[config.mk]
export PLATFORM = sky130hd
export DESIGN_NAME = hazard_scoreboard
export DESIGN_NICKNAME = d
export VERILOG_FILES = /design/src/rtl/hazard_pkg.sv /design/src/rtl/md_busy_timer.sv /design/src/rtl/hazard_scoreboard.sv
export SDC_FILE = /design/constraint.sdc
export NUM_CORES = 1
export LEC_CHECK = 0
export CAP_MARGIN = 20
export CORE_MARGIN = 8
export CORE_UTILIZATION = 35
export CTS_BUF_LIST = sky130_fd_sc_hd__clkbuf_2
export DETAILED_ROUTE_END_ITERATION = 12
export PLACE_DENSITY = 0.57
export SLEW_MARGIN = 20
export SYNTH_ARGS = -nofsm -noshare
export SYNTH_HDL_FRONTEND = slang
export SYNTH_SLANG_ARGS = --single-unit
[constraint.sdc]
create_clock -name clk -period 2.6 [get_ports clk]
set_input_delay 0.52 -clock clk [delete_from_list [all_inputs] [get_ports clk]]
set_output_delay 0.52 -clock clk [all_outputs]
set_load 0.02 [all_outputs]
[src/rtl/hazard_pkg.sv]
// Shared constants for the hazard scoreboard: register and timing field widths,
// pipeline stage indices, and the encoding for a source that is not read.
package hazard_pkg;

    localparam int AW = 5;    // register address width
    localparam int TW = 2;    // Tnew/Tuse field width

    // Stage indices of the tracked post-decode stages.
    localparam int STG_E = 1;
    localparam int STG_M = 2;
    localparam int STG_W = 3;

    // A Tuse of all ones marks the source as unused.
    localparam logic [TW-1:0] TUSE_NONE = '1;

endpackage : hazard_pkg

[src/rtl/md_busy_timer.sv]
// Multiply/divide unit occupancy timer. A start loads the operation latency;
// the count then drains by one per cycle. Busy covers the starting cycle too.
module md_busy_timer #(
    parameter int MUL_CYC = 5,
    parameter int DIV_CYC = 10
) (
    input  logic clk,
    input  logic reset,
    input  logic start,
    input  logic is_div,
    output logic busy
);

    localparam int MAXC = (MUL_CYC > DIV_CYC) ? MUL_CYC : DIV_CYC;
    localparam int CW   = $clog2(MAXC + 1);

    logic [CW-1:0] cnt_q, cnt_d;
    logic          start_q;

    // Next count: reload on a start, otherwise count down towards zero.
    always_comb begin
        // NOTE: every variable written here gets a default first so no latch is inferred.
        cnt_d = cnt_q;
        if (start) begin
            cnt_d = is_div ? CW'(DIV_CYC) : CW'(MUL_CYC);
        end else if (cnt_q != '0) begin
            cnt_d = cnt_q - 1'b1;
        end
    end

    // Countdown and start-in-E flag; reset abandons any in-flight operation.
    always_ff @(posedge clk) begin
        // NOTE: state registers use non-blocking assignments so every flop samples pre-edge values.
        if (reset) begin
            cnt_q   <= '0;
            start_q <= 1'b0;
        end else begin
            cnt_q   <= cnt_d;
            start_q <= start;
        end
    end

    assign busy = (cnt_q != '0) || start_q;

endmodule : md_busy_timer

[src/rtl/hazard_scoreboard.sv]
// Decode-stage hazard scoreboard: tracks destination registers in E/M/W with
// their remaining Tnew, resolves each D-stage source against the youngest
// producer, and raises stall / forwarding selects plus an MDU busy interlock.
module hazard_scoreboard
    import hazard_pkg::*;
#(
    parameter int NSTAGE  = 3,
    parameter int AW      = hazard_pkg::AW,
    parameter int TW      = hazard_pkg::TW,
    parameter int MUL_CYC = 5,
    parameter int DIV_CYC = 10
) (
    input  logic                          clk,
    input  logic                          reset,
    input  logic                          id_valid,
    input  logic [AW-1:0]                 id_rs,
    input  logic [AW-1:0]                 id_rt,
    input  logic [TW-1:0]                 id_tuse_rs,
    input  logic [TW-1:0]                 id_tuse_rt,
    input  logic [AW-1:0]                 id_wr_addr,
    input  logic [TW-1:0]                 id_tnew,
    input  logic                          id_md_start,
    input  logic                          id_md_div,
    input  logic                          id_md_use,
    output logic                          stall,
    output logic [$clog2(NSTAGE+1)-1:0]   fwd_sel_rs,
    output logic [$clog2(NSTAGE+1)-1:0]   fwd_sel_rt,
    output logic                          md_busy,
    output logic [31:0]                   stall_cnt
);

    localparam int SW = $clog2(NSTAGE + 1);

    logic          valid_q [STG_E:NSTAGE];
    logic          valid_d [STG_E:NSTAGE];
    logic [AW-1:0] addr_q  [STG_E:NSTAGE];
    logic [AW-1:0] addr_d  [STG_E:NSTAGE];
    logic [TW-1:0] tnew_q  [STG_E:NSTAGE];
    logic [TW-1:0] tnew_d  [STG_E:NSTAGE];
    logic [31:0]   stall_cnt_q;

    logic rs_used, rt_used;
    logic hz_rs, hz_rt, md_stall, md_start_e;

    // All-ones Tuse (TUSE_NONE) means the source is not read.
    assign rs_used = ~&id_tuse_rs;
    assign rt_used = ~&id_tuse_rt;

    // Source resolution: scan oldest to youngest so the youngest match wins.
    always_comb begin
        hz_rs      = 1'b0;
        hz_rt      = 1'b0;
        fwd_sel_rs = '0;
        fwd_sel_rt = '0;
        for (int k = NSTAGE; k >= STG_E; k--) begin
            if (valid_q[k] && (addr_q[k] != '0)) begin
                if (rs_used && (addr_q[k] == id_rs)) begin
                    hz_rs      = (tnew_q[k] > id_tuse_rs);
                    fwd_sel_rs = (tnew_q[k] == '0) ? SW'(k) : '0;
                end
                if (rt_used && (addr_q[k] == id_rt)) begin
                    hz_rt      = (tnew_q[k] > id_tuse_rt);
                    fwd_sel_rt = (tnew_q[k] == '0) ? SW'(k) : '0;
                end
            end
        end
    end

    assign md_stall   = id_md_use && md_busy;
    assign stall      = id_valid && (hz_rs || hz_rt || md_stall);
    assign md_start_e = id_valid && id_md_start && !stall;

    // Pipeline shift: D (or a bubble) enters E, older entries age by one stage.
    always_comb begin
        valid_d[STG_E] = id_valid && !stall;
        addr_d[STG_E]  = id_wr_addr;
        tnew_d[STG_E]  = id_tnew;
        for (int k = STG_E + 1; k <= NSTAGE; k++) begin
            valid_d[k] = valid_q[k-1];
            addr_d[k]  = addr_q[k-1];
            tnew_d[k]  = (tnew_q[k-1] != '0) ? tnew_q[k-1] - 1'b1 : '0;
        end
    end

    // Entry valid bits, cleared on reset.
    always_ff @(posedge clk) begin
        for (int k = STG_E; k <= NSTAGE; k++) begin
            if (reset) valid_q[k] <= 1'b0;
            else       valid_q[k] <= valid_d[k];
        end
    end

    // Entry payload; meaningless while the entry is invalid.
    always_ff @(posedge clk) begin
        // NOTE: payload arrays carry no reset -- the valid bits alone qualify them.
        for (int k = STG_E; k <= NSTAGE; k++) begin
            addr_q[k] <= addr_d[k];
            tnew_q[k] <= tnew_d[k];
        end
    end

    // Saturating count of stalled cycles.
    always_ff @(posedge clk) begin
        if (reset)                                   stall_cnt_q <= '0;
        else if (stall && (stall_cnt_q != '1))       stall_cnt_q <= stall_cnt_q + 32'd1;
    end

    assign stall_cnt = stall_cnt_q;

    md_busy_timer #(
        .MUL_CYC (MUL_CYC),
        .DIV_CYC (DIV_CYC)
    ) u_md_timer (
        .clk    (clk),
        .reset  (reset),
        .start  (md_start_e),
        .is_div (id_md_div),
        .busy   (md_busy)
    );

endmodule : hazard_scoreboard

==> metrics.yaml <==
p_int_w: 0.001861
path_clk_slew_ns: 0.17
core_area_um2: 9153
antenna_found_initial: 0
wl_per_cell_um: 15.93
totalWireLength_mm: 9.895
first_iter_violations: 103
yosysMostFrequentCell: "dfxtp_1"
path_max_fanout: 3
antenna_cells: 0
finalWorstSetupSlack_ns: -0.3956
globalplace.congestion: 0.8197
yosysWarnings: 0
grt_pass1_vias: 3042
period_share_pct: 115.2
max-slew-margin-rel_pct: 66.61
synth_cell_types: 39
synth_async_sr_flop_share_pct: 0
via_per_inst: 5.211
drt_pass1_iterations: 5
arrival_ns: 2.48
hp-class: "reg2reg"
dp_hpwl_mm: 6.816
cts_tree: "built"
worstHoldPathCells: 0
clock-sinks: 61
syn_nets: 417
ys_seq_elements: 61
switching_share_pct: 34.43
initial_core_util_pct: 35.65
portBuffers: 64
outcome: "complete, but fails checks"
vias: 3236
setup_viol: 40
cts_max_level: 3
grt_start_max_net_pins: 50
die_area_um2: 12670
clkPwrFrac_pct: 20.7
endpoint_kind: "primary output"
grt_pass1_wl_mm: 15.01
p_comb_share_pct: 42.6
min_period_ns: 2.996
rsz0062_at_grt: "true"
io_pins: 65
n_fill_cell: 807
power_leakage_nw: 2.043
nNetsFinal: 549
hold_violations: 0
avgSynthCellArea_um2: 8.748
hold_ws_ns: 0.4195
synth_top_area_share_pct: 37.42
start_kind: "input port"
worstRegToRegCells: 12
synthFlopType: "dfxtp_1"
drc: 0
slew_viol_final: 0
drt.antenna.violating_nets: 0
grt_usage_pct: 14.60
clock_path_buffers: 2
die_h_um: 112.6
synth_top_area_cell: "dfxtp_1"
overflow: 0
synth_common_cells: "dfxtp_1, a21oi_1, nand2_1, xnor2_1, nor2_1"
synth_cells: 373
fin_util_pct: 56.51
synth_area_leaders: "dfxtp_1, ha_1, xnor2_1"
cp.required_ns: 2.08
clockRootBuffer: "clkbuf_2"
powerDensity_nw_per_um2: 548.8
fp.dieW_um: 112.6
max_freq_ghz: 0.3338
cts_hold_buf: 0
rows: 35
worst_slew_pin_slew_ns: 0.4994
drive_above_1_share_pct: 34.12
syn_area_um2: 3263
irDropWorstVdd_uv: 388.6
clk_latency_ns: 0.49
tritoncts.num_buffers: 9
drv_cap: 0
power_w: 0.002839
violations: "setup timing"
synth_edf_count: 0
p_switching_w: 0.0009774
finClkSkew_ns: 0.03309
synthToLayoutAreaGrowth_pct: 58.51
criticalPathCategory: "in2out"
pwr-share-seq_pct: 36.8
setup_tns_ns: -8.008
seq_area_frac_synth_pct: 37.42
==> power by group through the flow <==
stage	Clock [W]	Sequential, W	Combinational [W]
after floorplan	0	0.00106	0.000469
after global routing	0.000637	0.00105	0.00130
after global placement	0	0.00106	0.000798
after detailed placement	0	0.00106	0.000812
after CTS	0.000610	0.00104	0.000835
final	0.000587	0.00104	0.00121
==> final timing paths <==
kind              slack [ns]          start       endpoint
setup / recovery       -0.40  id_tuse_rs[1]          stall
hold / removal          0.42   addr_q[0][5]  addr_q[0][10]
setup reg to reg       -0.25  addr_q[0][11]   stall_cnt[8]
hold reg to reg         0.42   addr_q[0][5]  addr_q[0][10]
==> logic make-up after synthesis <==
logic type	count (synthesis)	synth area share, %
and+or+nand+nor	150	26.15
AOI/OAI and AO/OA	76	14.34
DFF	61	37.42
xor gates and xnor gates	32	8.589
buffers and inverters	28	3.911
adders and majority gates	17	6.518
muxes	9	3.068
==> per-layer routing <==
| layer | vias to the layer above | wire length (um) | track usage, % | part of all wire (%) |
|---|---|---|---|---|
| li1 | 1621 | - | - | - |
| met1 | 1548 | 4513 | 17.78 | 46 |
| met2 | 60 | 4868 | 24.14 | 49 |
| met3 | 7 | 453 | 4.777 | 4.6 |
| met4 | 0 | 60 | 3.777 | 0.61 |
| met5 | - | 0 | 0 | 0 |
==> state kept, by name (all words and copies together) (netlist names) <==
signal / cells
u_md_timer.cnt_q: 4
addr_q: 15
u_md_timer.start_q: 1
valid_q: 3
stall_cnt: 32
tnew_q: 6
==> what timing repair did <==
action | 4_1_cts | 5_1_grt
endpoints found under the hold margin | 0 | 0
resized for setup | 58 | 82
pin swaps | 14 | 52
buffers inserted | 3 | 10
setup endpoints to repair | 41 | 40
gates cloned | 0 | 3
==> stage by stage <==
| step | setup WS [ns] | instances | instance area [um^2] |
|---|---|---|---|
| global placement | -0.8025 | 591 | 4441 |
| global route | -0.4976 | 621 | 5172 |
| CTS | -0.5045 | 608 | 4696 |
| floorplan | -0.002972 | 373 | 3279 |
| detailed placement | -0.8311 | 591 | 4441 |
| finish | -0.3956 | 621 | 5172 |
==> cell type report <==
class | count | area [um^2] | area share (%)
Multi-Input combinational cell | 284 | 2318 | 44.82
Timing Repair Buffer | 136 | 1330 | 25.71
Sequential cell | 61 | 1230 | 23.78
Tap cell | 111 | 138.9 | 2.685
Clock buffer | 11 | 55.05 | 1.064
Clock inverter | 5 | 51.30 | 0.9918
Inverter | 13 | 48.80 | 0.9434
==> worst max-delay path, cell delays in order <==
cell and delay (ns):
clkdlybuf4s50_1 0.49, inv_1 0.09, ha_1 0.29, nor2b_1 0.12, o21ai_0 0.08, buf_4 0.14, o41ai_4 0.36, a211oi_4 0.14
nor2b_4 0.12, buf_6 0.11
==> cell usage in the layout (no fill, tap or decap), drive strengths merged, types with 2 or more instances in the layout <==
cell type and instances:
o41ai 2, xnor2 24, o21ai 18, nor4b 2, inv 13, ha 17
clkdlybuf4s50 53, mux2 8, clkbuf 14, and2 4, nor2b 13, a21oi 38
nand2b 4, nor2 20, dlymetal6s2s 5, nor3 8, clkinv 3, and4 3
nor4 3, and3 7, o31ai 16, or4 16, nand2 24, xor2 8
or3 13, nor3b 4, nand4 17, nand3 11, buf 74, dfxtp 61
No activity file was read; power rests on OpenSTA's default activity.
